### config.mk
export PLATFORM = sky130hd
export DESIGN_NAME = spi_frame_fsm
export DESIGN_NICKNAME = d
export VERILOG_FILES = /design/src/rtl/spi_frame_fsm.sv
export SDC_FILE = /design/constraint.sdc
export NUM_CORES = 1
export LEC_CHECK = 0
export ABC_AREA = 1
export ABC_CLOCK_PERIOD_IN_PS = 1270
export BUFFER_PORTS_ARGS = -buffer_cell sky130_fd_sc_hd__buf_2
export CAP_MARGIN = 15
export CORE_MARGIN = 2
export CORE_UTILIZATION = 52
export DETAILED_ROUTE_END_ITERATION = 6
export PLACE_DENSITY = 0.75
export SYNTH_ARGS = -nofsm -noshare
export SYNTH_HDL_FRONTEND = slang
export SYNTH_SLANG_ARGS = --single-unit
### constraint.sdc
create_clock -name sclk -period 1.27 [get_ports sclk]
set_input_delay 0.0635 -clock sclk [delete_from_list [all_inputs] [get_ports sclk]]
set_output_delay 0.0635 -clock sclk [all_outputs]
set_load 0.05 [all_outputs]
### src/rtl/spi_frame_fsm.sv
// SPI slave frame sequencer: address, R/W decision and data phases.
// Define SPI_FSM_BURST_EN for burst frames with address auto-increment.
module spi_frame_fsm #(
  parameter int ADDR_W = 7,
  parameter int DATA_W = 8
) (
  input  logic sclk,
  input  logic rst_n,
  input  logic cs,
  input  logic sout,
  output logic miso_buff,
  output logic dm_we,
  output logic addr_we,
  output logic sr_we,
  output logic addr_inc,
  output logic busy,
  output logic done,
  output logic abort
);

  localparam int MAX_W = (ADDR_W > DATA_W) ? ADDR_W : DATA_W;
  localparam int CNT_W = $clog2(MAX_W + 1);

  localparam logic [CNT_W-1:0] A_LAST = CNT_W'(ADDR_W - 1);
  localparam logic [CNT_W-1:0] D_LAST = CNT_W'(DATA_W - 1);
`ifdef SPI_FSM_BURST_EN
  localparam logic [CNT_W-1:0] D_PRE  = CNT_W'(DATA_W - 2);
`endif

  localparam logic [2:0] IDLE   = 3'd0;
  localparam logic [2:0] ADDR   = 3'd1;
  localparam logic [2:0] WRITE  = 3'd2;
  localparam logic [2:0] COMMIT = 3'd3;
  localparam logic [2:0] LOAD   = 3'd4;
  localparam logic [2:0] READ   = 3'd5;

  logic [2:0]       state_q, state_d;
  logic [CNT_W-1:0] cnt_q, cnt_d;
  logic miso_q, miso_d;
  logic dm_we_q, dm_we_d;
  logic addr_we_q, addr_we_d;
  logic sr_we_q, sr_we_d;
  logic busy_q, busy_d;
  logic done_q, done_d;
  logic abort_q, abort_d;
`ifdef SPI_FSM_BURST_EN
  logic inc_q, inc_d;
`endif

  always_comb begin
    state_d   = IDLE;
    cnt_d     = '0;
    miso_d    = 1'b0;
    dm_we_d   = 1'b0;
    addr_we_d = 1'b0;
    sr_we_d   = 1'b0;
    done_d    = 1'b0;
    abort_d   = 1'b0;
`ifdef SPI_FSM_BURST_EN
    inc_d     = 1'b0;
`endif
    if (cs) begin
      // a word is only lost if data bits were already in flight
      abort_d = (state_q == ADDR) || (state_q == READ) ||
                ((state_q == WRITE) && (cnt_q != '0));
    end else begin
      unique case (state_q)
        IDLE: begin
          state_d   = ADDR;
          addr_we_d = 1'b1;
        end
        ADDR: begin
          if (cnt_q == A_LAST) begin
            state_d = sout ? LOAD : WRITE;
            sr_we_d = sout;
          end else begin
            state_d   = ADDR;
            cnt_d     = cnt_q + 1'b1;
            addr_we_d = 1'b1;
          end
        end
        WRITE: begin
          if (cnt_q == D_LAST) begin
            state_d = COMMIT;
            dm_we_d = 1'b1;
            done_d  = 1'b1;
`ifdef SPI_FSM_BURST_EN
            inc_d   = 1'b1;
`endif
          end else begin
            state_d = WRITE;
            cnt_d   = cnt_q + 1'b1;
          end
        end
        COMMIT: begin
`ifdef SPI_FSM_BURST_EN
          state_d = WRITE;
`else
          state_d = IDLE;
`endif
        end
        LOAD: begin
          state_d = READ;
          miso_d  = 1'b1;
        end
        READ: begin
          if (cnt_q == D_LAST) begin
            done_d = 1'b1;
`ifdef SPI_FSM_BURST_EN
            state_d = LOAD;
            sr_we_d = 1'b1;
`else
            state_d = IDLE;
`endif
          end else begin
            state_d = READ;
            cnt_d   = cnt_q + 1'b1;
            miso_d  = 1'b1;
`ifdef SPI_FSM_BURST_EN
            inc_d   = (cnt_q == D_PRE);
`endif
          end
        end
        default: state_d = IDLE;
      endcase
    end
    busy_d = (state_d != IDLE);
  end

  always_ff @(posedge sclk or negedge rst_n) begin
    if (!rst_n) begin
      state_q   <= IDLE;
      cnt_q     <= '0;
      miso_q    <= 1'b0;
      dm_we_q   <= 1'b0;
      addr_we_q <= 1'b0;
      sr_we_q   <= 1'b0;
      busy_q    <= 1'b0;
      done_q    <= 1'b0;
      abort_q   <= 1'b0;
    end else begin
      state_q   <= state_d;
      cnt_q     <= cnt_d;
      miso_q    <= miso_d;
      dm_we_q   <= dm_we_d;
      addr_we_q <= addr_we_d;
      sr_we_q   <= sr_we_d;
      busy_q    <= busy_d;
      done_q    <= done_d;
      abort_q   <= abort_d;
    end
  end

`ifdef SPI_FSM_BURST_EN
  always_ff @(posedge sclk or negedge rst_n) begin
    if (!rst_n) inc_q <= 1'b0;
    else        inc_q <= inc_d;
  end
  assign addr_inc = inc_q;
`else
  assign addr_inc = 1'b0;
`endif

  assign miso_buff = miso_q;
  assign dm_we     = dm_we_q;
  assign addr_we   = addr_we_q;
  assign sr_we     = sr_we_q;
  assign busy      = busy_q;
  assign done      = done_q;
  assign abort     = abort_q;

endmodule

==> impl_metrics.csv <==
group,metric,value,unit
outcome,status,"finished, final reports clean",
grt,grtUsageTotal,0.198,
detailed_routing,drt_iter0_drc,7,
hold_path,hp-class,"input port to register",
setup_path,crit_end,"busy",
clock_tree,root_buffer,"clkbuf_4",
floorplanning,die-width,40.4,µm
final_layout,multiInputGateArea,327,µm²
synth,synth_mux_area_frac,0,
grt,grt-busiest-layer,"met2",
detailed_routing,drt_wl_total,1350,µm
grt,grt_pass1_vias,505,
timing,max_freq,0.818,GHz
grt,overflow,0,
setup_path,reg2reg_from,"cnt_q[0]",
detailed_routing,drc_errors,0,
synth,netlist_area,689,µm²
timing,min_period,1.22,ns
setup_path,critPathMaxStageDelay,0.45,ns
synth,synth-seq-cells,14,
floorplanning,ios,12,
detailed_routing,dr.pass1.iters,4,
clock_tree,clkLatencyLatePin,0.29,ns
place,post-dp-hpwl,859,µm
job,cap_violations,0,
place,placedCellCount,100,
final_layout,seq_area,353,µm²
power_and_ir_drop,p_per_area,1020,mW/mm²
setup_path,start_kind,"register",
synth,post_synth_and_or_nand_nor_area_fraction,0.252,
timing,maxSlewViolCount,0,
timing,timing.setup.tns,0,ns
timing,period_share,0.962,
clock_tree,clockBufferDepth,2,
setup_path,cp-startpoint,"cnt_q[0]",
clock_tree,cts_tree,"built",
power_and_ir_drop,irDropWorstVdd,0.950,mV
grt,grt.met3_usage,0.0500,
final_layout,areaGrowthSynthToFinish,25.4,%
power_and_ir_drop,power_leakage,0.438,nW
place,port_buffers,10,
place,placed_area,743,µm²
setup_path,cpMaxStageDelayCell,"dfrtp_2",
synth,synth_xor_area_frac,0.0254,
final_layout,diodes,0,
setup_path,cp_max_fo,4,
synth,yosys.area_share.adder,0.0544,
setup_path,ff2ff_path_depth,7,
setup_path,critPathArrivalTime,1.40,ns
timing,finalSetupViolations,0,
grt,grt_start_max_net_pins,15,
setup_path,worstSetupPathDepth,7,
setup_path,crit_chain,"inv_2 > ha_4 > nand4_1 > nand2_1 > nand3_2 > nand2_2 > nand3_1",
setup_path,crit_family,"flip-flops",
synth,synthesis.nets,84,
place,gp_congestion,0.869,
timing,finClkSkew,0.00205,ns
final_layout,drive_above_1_share,0.409,
synth,yosysWarnings,0,
floorplanning,core_area,0.00127,mm²
synth,avgSynthCellArea,8.95,µm²
final_layout,stdcell_area,865,µm²
floorplanning,dieArea,0.00163,mm²
synth,synth.distinct_cells,19,
clock_tree,numCtsBuffers,3,
setup_path,worstSetupEndpointType,"register",
detailed_routing,wl_per_cell,12.5,µm
setup_path,crit_buf_inv,1,
detailed_routing,vias,553,
timing,hold_viol,0,
floorplanning,row_count,13,
clock_tree,clkTransAtPathRegs,0.08,ns
synth,synthCells,77,
setup_path,r2r-end,"busy",
grt,antenna_found_initial,0,
grt,grt_first_pass_wirelength,2040,µm
grt,gr-usage-met2,0.329,
floorplanning,die_y,40.4,µm
detailed_routing,vias_per_cell,5.12,
final_layout,fill_cells,106,
detailed_routing,ant_nets,0,
final_layout,stdcell_count,108,
setup_path,reg2reg_slack,0.05,ns
final_layout,fin_util,0.681,
synth,synth_top_family_by_area,"simple AND/OR/NAND/NOR gates",
synth,synth_compound_area_frac,0.0672,
final_layout,fin_nets,101,
floorplanning,start_util,0.543,
clock_tree,h-tree-depth,1,
power_and_ir_drop,report.power.total,0.000878,W
synth,seq_area_frac_synth,0.508,
grt,use_met1,0.244,
setup_path,required,1.45,ns
clock_tree,cts.sinks,14,
setup_path,path_class,"register to register",
==> synthesized netlist by cell type, drive strengths merged <==
library cell	number	area [µm²]
o21ai	2	13.8
inv	12	45.0
nand2	14	55.1
dfrtp	14	350
nor2	11	46.3
conb	1	3.75
a21boi	1	7.51
ha	3	37.5
nand3	8	60.1
a21oi	5	25.0
xor2	1	8.76
xnor2	1	8.76
buf	2	15.0
nand4	2	12.5
==> power breakdown <==
part | total [W] | internal [W] | switching (W)
Clock | 0.000323 | 0.000175 | 0.000148
Sequential | 0.000466 | 0.000455 | 0.0000101
Combinational | 0.0000898 | 0.0000278 | 0.0000619
==> cells by family (layout without fill, tap and decap cells) <==
kind of cell | after synthesis | count (layout)
simple gates | 35 | 35
flops | 14 | 14
buf+inv | 14 | 30
compound gates | 8 | 8
fa+ha+maj | 3 | 3
xor+xnor | 2 | 2
other cells | 1 | 1
==> layer usage <==
metal,vias to the layer above,part of all wire
li1,273,-
met1,262,0.41
met2,16,0.52
met3,2,0.052
met4,0,0.014
met5,-,0
==> sequential cells by signal, summed over array words and instances (netlist names) <==
| signal | cells |
|---|---|
| busy | 1 |
| miso_buff | 1 |
| sr_we | 1 |
| dm_we | 1 |
| abort | 1 |
| cnt_q | 4 |
| addr_we | 1 |
| done | 1 |
| state_q | 3 |
==> worst min-delay path, cell delays in order <==
cell,delay [ns]
buf_2,0.09
inv_1,0.08
nor2_1,0.05
nand2_1,0.07
nor2_1,0.04
==> what timing repair did <==
action	in CTS	in global routing
setup buffers	0	2
hold buffers	2	0
resized for setup	0	13
setup endpoints to repair	0	5
hold endpoints to repair	16	0
==> placed cells by master (no fill, tap or decap), types with 2 or more instances in the layout <==
cell	instances
a21oi_1	5
buf_2	10
buf_4	2
clkbuf_4	3
dfrtp_1	12
dfrtp_2	2
dlygate4sd3_1	2
ha_4	2
inv_1	7
inv_2	5
nand2_1	9
nand2_2	5
nand3_1	3
nand3_2	4
nand4_1	2
nor2_1	9
nor2_2	2
==> through the flow <==
step / worst slack [ns] / hold slack [ns]
floorplan: 0.125 / -0.232
global placement: 0.0313 / -0.0298
detailed placement: 0.0152 / -0.0299
CTS: 0.00332 / 0.122
global route: -0.0384 / 0.163
finish: 0.0477 / 0.142
==> cell type report <==
cell class | count | area share
Sequential cell | 14 | 0.408
Multi-Input combinational cell | 49 | 0.378
Timing Repair Buffer | 14 | 0.0984
Inverter | 12 | 0.0521
Clock buffer | 4 | 0.0420
Tap cell | 15 | 0.0217
==> worst min-delay path by stage <==
| stage | from | end | slack [ns] | cells after the start |
|---|---|---|---|---|
| after floorplan | rst_n | abort | -0.23 | 0 |
| after global placement | rst_n | done | -0.03 | 1 |
| after detailed placement | rst_n | abort | -0.03 | 1 |
| after CTS | sout | sr_we | 0.12 | 5 |
| after global routing | sout | sr_we | 0.16 | 5 |
| final | sout | sr_we | 0.14 | 5 |
(Power assumes the default switching activity.)
